### config.mk
export PLATFORM = sky130hd
export DESIGN_NAME = hsv_core_commit_join_flat
export DESIGN_NICKNAME = d
export VERILOG_FILES = /design/src/rtl/hsv_core_pkg.sv /design/src/rtl/hsv_core_commit_join_if.sv /design/src/rtl/hsv_core_commit_slot.sv /design/src/rtl/hsv_core_commit_join.sv /design/src/flat_wrapper.sv
export SDC_FILE = /design/constraint.sdc
export NUM_CORES = 1
export LEC_CHECK = 0
export ABC_CLOCK_PERIOD_IN_PS = 3300
export CAP_MARGIN = 20
export CORE_UTILIZATION = 49
export CTS_CLUSTER_DIAMETER = 150
export DETAILED_ROUTE_END_ITERATION = 8
export GPL_TIMING_DRIVEN = 0
export PLACE_DENSITY = 0.8
export SLEW_MARGIN = 5
export SYNTH_ARGS = -nofsm -noshare
export SYNTH_HDL_FRONTEND = slang
export SYNTH_SLANG_ARGS = --single-unit
### constraint.sdc
create_clock -name clk_core -period 3.3 [get_ports clk_core]
set_input_delay 0.66 -clock clk_core [delete_from_list [all_inputs] [get_ports clk_core]]
set_output_delay 0.66 -clock clk_core [all_outputs]
set_load 0.02 [all_outputs]
### src/rtl/hsv_core_pkg.sv
// hsv_core_pkg: shared widths, unit indices and retire-path types for the commit join.
package hsv_core_pkg;
    localparam int NUM_UNITS = 5;
    localparam int TOKEN_W = 8;
    localparam int XLEN = 32;
    localparam int REG_N = 32;
    localparam int RD_W = 5;
    localparam int UNIT_ALU = 0;
    localparam int UNIT_FOO = 1;
    localparam int UNIT_MEM = 2;
    localparam int UNIT_BRANCH = 3;
    localparam int UNIT_CTRL_STATUS = 4;
    typedef struct packed {
        logic valid;
        logic [TOKEN_W-1:0] token;
        logic [RD_W-1:0] rd_addr;
        logic [XLEN-1:0] rd_value;
        logic writeback;
        logic redirect;
        logic [XLEN-1:0] target;
    } commit_unit_t;
    typedef struct packed {
        logic wr_en;
        logic [RD_W-1:0] wr_addr;
        logic [XLEN-1:0] wr_data;
        logic [REG_N-1:0] commit_mask;
        logic flush_req;
        logic [XLEN-1:0] flush_target;
    } commit_data_t;
    function automatic logic [REG_N-1:0] rd_onehot(input logic [RD_W-1:0] rd);
        return REG_N'(1) << rd;
    endfunction
endpackage

### src/rtl/hsv_core_commit_join_if.sv
// hsv_core_commit_join_if: execution-unit results in, register-file writes and flush out.
interface hsv_core_commit_join_if;
    import hsv_core_pkg::*;
    logic [NUM_UNITS-1:0] unit_valid;
    logic [NUM_UNITS*TOKEN_W-1:0] unit_token;
    logic [NUM_UNITS*RD_W-1:0] unit_rd_addr;
    logic [NUM_UNITS*XLEN-1:0] unit_rd_value;
    logic [NUM_UNITS-1:0] unit_writeback;
    logic [NUM_UNITS-1:0] unit_redirect;
    logic [NUM_UNITS*XLEN-1:0] unit_target;
    logic [NUM_UNITS-1:0] unit_stall;
    logic wr_en;
    logic [RD_W-1:0] wr_addr;
    logic [XLEN-1:0] wr_data;
    logic [REG_N-1:0] commit_mask;
    logic flush_req;
    logic [XLEN-1:0] flush_target;
    logic order_error;
    modport master (
        output unit_valid, unit_token, unit_rd_addr, unit_rd_value, unit_writeback, unit_redirect, unit_target,
        input unit_stall, wr_en, wr_addr, wr_data, commit_mask, flush_req, flush_target, order_error
    );
    modport slave (
        input unit_valid, unit_token, unit_rd_addr, unit_rd_value, unit_writeback, unit_redirect, unit_target,
        output unit_stall, wr_en, wr_addr, wr_data, commit_mask, flush_req, flush_target, order_error
    );
endinterface

### src/rtl/hsv_core_commit_slot.sv
// hsv_core_commit_slot: one-entry holding buffer for a single execution unit's result.
module hsv_core_commit_slot
    import hsv_core_pkg::*;
(
    input  logic         clk,
    input  logic         rst,
    input  commit_unit_t unit,
    input  logic         sel,
    input  logic         clear,
    input  logic         block,
    output commit_unit_t entry,
    output logic         stall
);
    logic load;
    // A slot draining this cycle accepts its successor at the same edge.
    assign stall = entry.valid & ~sel & ~block;
    assign load = unit.valid & ~stall & ~block & ~clear;
    always_ff @(posedge clk) begin
        if (rst || clear)
            entry <= '0;
        else if (load)
            entry <= unit;
        else if (sel)
            entry.valid <= 1'b0;
    end
endmodule

### src/rtl/hsv_core_commit_join.sv
// hsv_core_commit_join: retires buffered unit results in token order and raises flushes.
module hsv_core_commit_join
    import hsv_core_pkg::*;
(
    input logic clk_core,
    input logic rst_core,
    hsv_core_commit_join_if.slave bus
);
    commit_unit_t unit [NUM_UNITS];
    commit_unit_t entry [NUM_UNITS];
    logic [NUM_UNITS-1:0] match, sel, stall;
    logic [TOKEN_W-1:0] expected_token;
    logic [RD_W-1:0] sel_rd;
    logic [XLEN-1:0] sel_value, sel_target;
    logic sel_wb, sel_redirect, any_sel, flush_now, multi, wr, order_error;
    commit_data_t retire, retire_d;
    for (genvar i = 0; i < NUM_UNITS; i++) begin : g_slot
        assign unit[i] = '{
            valid: bus.unit_valid[i],
            token: bus.unit_token[i*TOKEN_W +: TOKEN_W],
            rd_addr: bus.unit_rd_addr[i*RD_W +: RD_W],
            rd_value: bus.unit_rd_value[i*XLEN +: XLEN],
            writeback: bus.unit_writeback[i],
            redirect: bus.unit_redirect[i],
            target: bus.unit_target[i*XLEN +: XLEN]
        };
        hsv_core_commit_slot u_slot (
            .clk(clk_core), .rst(rst_core), .unit(unit[i]), .sel(sel[i]),
            .clear(flush_now), .block(retire.flush_req), .entry(entry[i]), .stall(stall[i])
        );
        assign match[i] = entry[i].valid && entry[i].token == expected_token;
    end
    // Lowest matching index wins; more than one match is a protocol violation.
    assign multi = |(match & (match - NUM_UNITS'(1)));
    assign any_sel = |match;
    always_comb begin
        sel = match & (~match + NUM_UNITS'(1));
        sel_rd = '0;
        sel_value = '0;
        sel_target = '0;
        sel_wb = 1'b0;
        sel_redirect = 1'b0;
        for (int k = 0; k < NUM_UNITS; k++) begin
            if (sel[k]) begin
                sel_rd = entry[k].rd_addr;
                sel_value = entry[k].rd_value;
                sel_target = entry[k].target;
                sel_wb = entry[k].writeback;
                sel_redirect = entry[k].redirect;
            end
        end
    end
    assign flush_now = any_sel & sel_redirect;
    assign wr = any_sel & sel_wb & (sel_rd != '0);
    always_comb begin
        retire_d.wr_en = wr;
        retire_d.wr_addr = wr ? sel_rd : '0;
        retire_d.wr_data = wr ? sel_value : '0;
        retire_d.commit_mask = wr ? rd_onehot(sel_rd) : '0;
        retire_d.flush_req = flush_now;
        retire_d.flush_target = flush_now ? sel_target : '0;
    end
    always_ff @(posedge clk_core) begin
        if (rst_core) begin
            retire <= '0;
            expected_token <= '0;
            order_error <= 1'b0;
        end else begin
            retire <= retire_d;
            order_error <= order_error | multi;
            if (flush_now)
                expected_token <= '0;
            else if (any_sel)
                expected_token <= expected_token + TOKEN_W'(1);
        end
    end
    assign bus.unit_stall = stall;
    assign bus.wr_en = retire.wr_en;
    assign bus.wr_addr = retire.wr_addr;
    assign bus.wr_data = retire.wr_data;
    assign bus.commit_mask = retire.commit_mask;
    assign bus.flush_req = retire.flush_req;
    assign bus.flush_target = retire.flush_target;
    assign bus.order_error = order_error;
endmodule

### src/flat_wrapper.sv
// flat-port wrapper written by rule: the top's interface ports become plain ports
module hsv_core_commit_join_flat import hsv_core_pkg::*;
  (clk_core, rst_core, bus_unit_valid, bus_unit_token, bus_unit_rd_addr, bus_unit_rd_value, bus_unit_writeback, bus_unit_redirect, bus_unit_target, bus_unit_stall, bus_wr_en, bus_wr_addr, bus_wr_data, bus_commit_mask, bus_flush_req, bus_flush_target, bus_order_error);
  hsv_core_commit_join_if bus_i ();
  input logic clk_core;
  input logic rst_core;
  input wire logic [$bits(bus_i.unit_valid)-1:0] bus_unit_valid;
  input wire logic [$bits(bus_i.unit_token)-1:0] bus_unit_token;
  input wire logic [$bits(bus_i.unit_rd_addr)-1:0] bus_unit_rd_addr;
  input wire logic [$bits(bus_i.unit_rd_value)-1:0] bus_unit_rd_value;
  input wire logic [$bits(bus_i.unit_writeback)-1:0] bus_unit_writeback;
  input wire logic [$bits(bus_i.unit_redirect)-1:0] bus_unit_redirect;
  input wire logic [$bits(bus_i.unit_target)-1:0] bus_unit_target;
  output wire logic [$bits(bus_i.unit_stall)-1:0] bus_unit_stall;
  output wire logic [$bits(bus_i.wr_en)-1:0] bus_wr_en;
  output wire logic [$bits(bus_i.wr_addr)-1:0] bus_wr_addr;
  output wire logic [$bits(bus_i.wr_data)-1:0] bus_wr_data;
  output wire logic [$bits(bus_i.commit_mask)-1:0] bus_commit_mask;
  output wire logic [$bits(bus_i.flush_req)-1:0] bus_flush_req;
  output wire logic [$bits(bus_i.flush_target)-1:0] bus_flush_target;
  output wire logic [$bits(bus_i.order_error)-1:0] bus_order_error;
  assign bus_i.unit_valid = bus_unit_valid;
  assign bus_i.unit_token = bus_unit_token;
  assign bus_i.unit_rd_addr = bus_unit_rd_addr;
  assign bus_i.unit_rd_value = bus_unit_rd_value;
  assign bus_i.unit_writeback = bus_unit_writeback;
  assign bus_i.unit_redirect = bus_unit_redirect;
  assign bus_i.unit_target = bus_unit_target;
  assign bus_unit_stall = bus_i.unit_stall;
  assign bus_wr_en = bus_i.wr_en;
  assign bus_wr_addr = bus_i.wr_addr;
  assign bus_wr_data = bus_i.wr_data;
  assign bus_commit_mask = bus_i.commit_mask;
  assign bus_flush_req = bus_i.flush_req;
  assign bus_flush_target = bus_i.flush_target;
  assign bus_order_error = bus_i.order_error;
  hsv_core_commit_join u_core (.clk_core(clk_core), .rst_core(rst_core), .bus(bus_i));
endmodule
==> reports/qor.csv <==
stage,metric,value,unit
global_route,total grt overflow,0,
finish,most frequent cells in the layout,"nand2_1, dfxtp_1, clkdlybuf4s50_1, a21oi_1, clkbuf_1",
synth,Most used DFF post-synth,dfxtp_1,
synth,main combinational cell family by area after synthesis,compound AO/OA/AOI/OAI gates,
timing,final worst slack,0.00223,ns
timing,Final Cycle Share,0.999,
route,drt drc,0,
worst_setup_path,crit-path max FO,7,
synth,Post-Synth Simple-Gate Area,0.196,
worst_setup_path,CP Launch Point,u_core.expected_token[0]$_SDFFE_PP0P_,
run,max-cap violation count,0,
clock_tree,H-Tree Depth,2,
synth,Async SR Flop Fraction,0,
power,Cell Pwr Density,837,mW/mm^2
synth,compound-cell area share of the yosys netlist,0.210,
synth,number of synthesized flops with an enable pin,0,
worst_setup_path,Worst Setup Start Kind,flop,
floorplan,die width,203,um
synth,Synth top area share,0.515,
clock_tree,clock-pin slew on the worst setup and hold paths,0.07,ns
route,drt pass-1 iters,8,
floorplan,I/O pins,511,
clock_tree,worst skew pair latency,0.60,ns
worst_setup_path,worst flop-to-flop path endpoint,u_core.bus.wr_data[18]$_SDFF_PP0_,
worst_setup_path,reg2reg setup slack,0.06,ns
synth,post-synthesis adder-cell area fraction,0.00113,
placement,GPL Wtd Cong,0.951,
finish,Nets,3468,
floorplan,Core Box Area,0.0399,mm^2
worst_setup_path,type of the worst setup path,flop to output port,
synth,Post-Syn Instances,2462,
worst_setup_path,worst setup path end,bus_unit_stall[3],
route,DR vias/cell,5.64,
worst_setup_path,critical path arrival,2.64,ns
timing,Fmax,0.303,GHz
finish,layout cells sized above 1,0.115,
floorplan,Initial Util,0.498,
finish,"most common cell after layout, fill and taps aside",nand2_1,
timing,Rel. slew slack,0.384,
synth,syn_nets,2865,
placement,Port Buffer Count,510,
worst_setup_path,Critical Path Sink Type,output port,
placement,"worst slack, placed",-0.909,ns
synth,Yosys warning count,0,
power,VDD IR max,0.000586,V
timing,Slew Limit Fails,0,
synth,post-synthesis xor/xnor area fraction,0.0222,
route,vias,20491,
floorplan,num rows,73,
clock_tree,CTS tree,built,
clock_tree,CTS Buf Count,51,
synth,post-synthesis cell area,0.0199,mm^2
finish,Area Overhead vs Synth,43.2,%
global_route,all-layer global routing usage,0.370,
timing,Slew @ Worst Pin,0.923,ns
finish,filler cell count in the final layout,3092,
timing,minimum clock period,3.30,ns
route,DR WL/cell,21.7,um
clock_tree,# hold bufs at CTS,0,
worst_setup_path,depth of the most critical reg-to-reg path,12,
run_status,status,completed,
floorplan,die footprint,0.0414,mm^2
synth,syn avg cell area,8.08,um^2
route,"wirelength, routed",78700,um
timing,final setup vio count,0,
global_route,initial antenna violation count,9,
route,Initial DRC Count,1970,
global_route,vias in the first global route,20217,
worst_setup_path,reg2reg start,u_core.expected_token[0]$_SDFFE_PP0P_,
synth,sequential area share after synthesis,0.515,
clock_tree,root buffer cell,clkbuf_16,
clock_tree,# clock sinks,512,
global_route,pin count of the biggest net entering global routing,16,
clock_tree,CTS Buffer Depth,3,
timing,Clock Skew,0.0265,ns
synth,Yosys reg bits,512,
hold_path,min-delay worst type,flop to flop,
synth,"area leader, netlist",dfxtp_1,
finish,"Core Util, Final",0.714,
timing,Fin. Hold Viols,0,
route,Antenna Nets Post-Route,0,
synth,post-synthesis mux area share,0.00447,
placement,post-DP HPWL,59100,um
synth,Synth cell types,57,
worst_setup_path,Worst Path Required,2.64,ns
floorplan,Die Ht,203,um
global_route,global-route wire length before repair,116000,um
power,LEAKAGE,10.5,nW
timing,smallest hold slack,0.453,ns
synth,largest cells by area after synthesis,"dfxtp_1, nand2_1, a21oi_1",
-- repair_timing --
| item | 4_1_cts | 5_1_grt |
|---|---|---|
| cloned | 0 | 1 |
| setup endpoints to repair | 514 | 498 |
| pin swaps | 22 | 15 |
| gates resized for setup | 118 | 123 |
| setup buffers | 43 | 9 |
-- final cells by class --
type	instances	area [um^2]	area share
Sequential cell	512	10300	0.360
Multi-Input combinational cell	1729	8970	0.315
Timing Repair Buffer	565	5590	0.196
Clock buffer	71	1500	0.0528
Buffer	201	1120	0.0392
Tap cell	525	657	0.0231
Clock inverter	21	363	0.0127
Inverter	5	18.8	0.000659
Antenna cell	2	5.00	0.000176
-- cell families (layout without fill, tap and decap cells) --
| group | Yosys count | after routing |
|---|---|---|
| fa+ha+maj | 2 | 2 |
| xor+xnor | 47 | 47 |
| compound gates | 683 | 683 |
| mux | 8 | 8 |
| other cells | 1 | 3 |
| flops | 512 | 512 |
| buf+inv | 221 | 863 |
| simple gates | 988 | 988 |
-- state kept, by name, summed over array words and instances (netlist names) --
signal                      count
u_core.bus.commit_mask         32
u_core.bus.flush_req            1
u_core.bus.flush_target        32
u_core.bus.order_error          1
u_core.bus.wr_addr              5
u_core.bus.wr_data             32
u_core.bus.wr_en                1
u_core.expected_token           8
u_core.g_slot.u_slot.entry    400
-- critical path: stages (launching register included) --
cell,delay (ns)
dfxtp_4,0.40
buf_6,0.14
xor2_1,0.17
nor4_2,0.24
nand4_1,0.16
buf_6,0.16
nor4_4,0.31
nand2b_4,0.21
nor2_2,0.06
buf_6,0.18
-- Yosys cell counts, types with 3 or more instances --
cell	count
clkbuf_1	143
inv_1	5
dfxtp_1	512
a221oi_1	42
nor3_1	7
xor2_1	15
o21ai_0	50
nand4_1	10
xor2_2	4
a211o_1	6
or3_1	5
buf_1	7
mux2i_1	6
a21o_1	4
nand2b_1	8
a211oi_2	28
buf_4	11
nand3_1	17
a21oi_2	3
a211oi_1	6
buf_6	10
a22oi_1	53
and2_1	3
buf_2	45
nand2_1	826
xnor2_1	28
and3_1	3
nor2_1	88
a221o_1	29
nor4_1	6
a21oi_1	447
-- per-layer routing --
metal,GRT usage,wire length [um],vias to the layer above
met4,0.213,4610,12
met3,0.0749,6860,246
li1,-,-,9503
met2,0.613,36900,1102
met5,0,80,-
met1,0.447,30300,9628
-- per-stage QoR --
stage	setup TNS [ns]	cell area [um^2]	power, mW	cells
2_1_floorplan	0	19900	13.2	2462
3_3_place_gp	-322.15	25600	16.0	3497
3_5_place_dp	-348.87	25700	16.3	3499
4_1_cts	-0.351	28200	23.3	3628
5_1_grt	-0.0469	28500	24.8	3630
6_report	0	28500	23.8	3631
-- report_power, final --
| group | internal, mW | total, mW | switching, mW |
|---|---|---|---|
| clock network | 3.95 | 6.46 | 2.50 |
| logic | 3.31 | 9.29 | 5.98 |
| registers | 7.37 | 8.09 | 0.716 |
| total | 14.6 | 23.8 | 9.20 |
-- how the worst min path moves through the flow --
stage                                                   start                                             end  cells after the start
2_1_floorplan  u_core.g_slot[3].u_slot.entry[68]$_SDFFE_PP0P_  u_core.g_slot[3].u_slot.entry[68]$_SDFFE_PP0P_                      2
3_3_place_gp    u_core.g_slot[0].u_slot.entry[9]$_SDFFE_PP0P_   u_core.g_slot[0].u_slot.entry[9]$_SDFFE_PP0P_                      2
3_5_place_dp   u_core.g_slot[0].u_slot.entry[21]$_SDFFE_PP0P_  u_core.g_slot[0].u_slot.entry[21]$_SDFFE_PP0P_                      2
4_1_cts        u_core.g_slot[0].u_slot.entry[21]$_SDFFE_PP0P_  u_core.g_slot[0].u_slot.entry[21]$_SDFFE_PP0P_                      2
5_1_grt        u_core.g_slot[4].u_slot.entry[39]$_SDFFE_PP0P_  u_core.g_slot[4].u_slot.entry[39]$_SDFFE_PP0P_                      2
6_report       u_core.g_slot[0].u_slot.entry[23]$_SDFFE_PP0P_  u_core.g_slot[0].u_slot.entry[23]$_SDFFE_PP0P_                      2
Power figures use the tool's default switching activity.
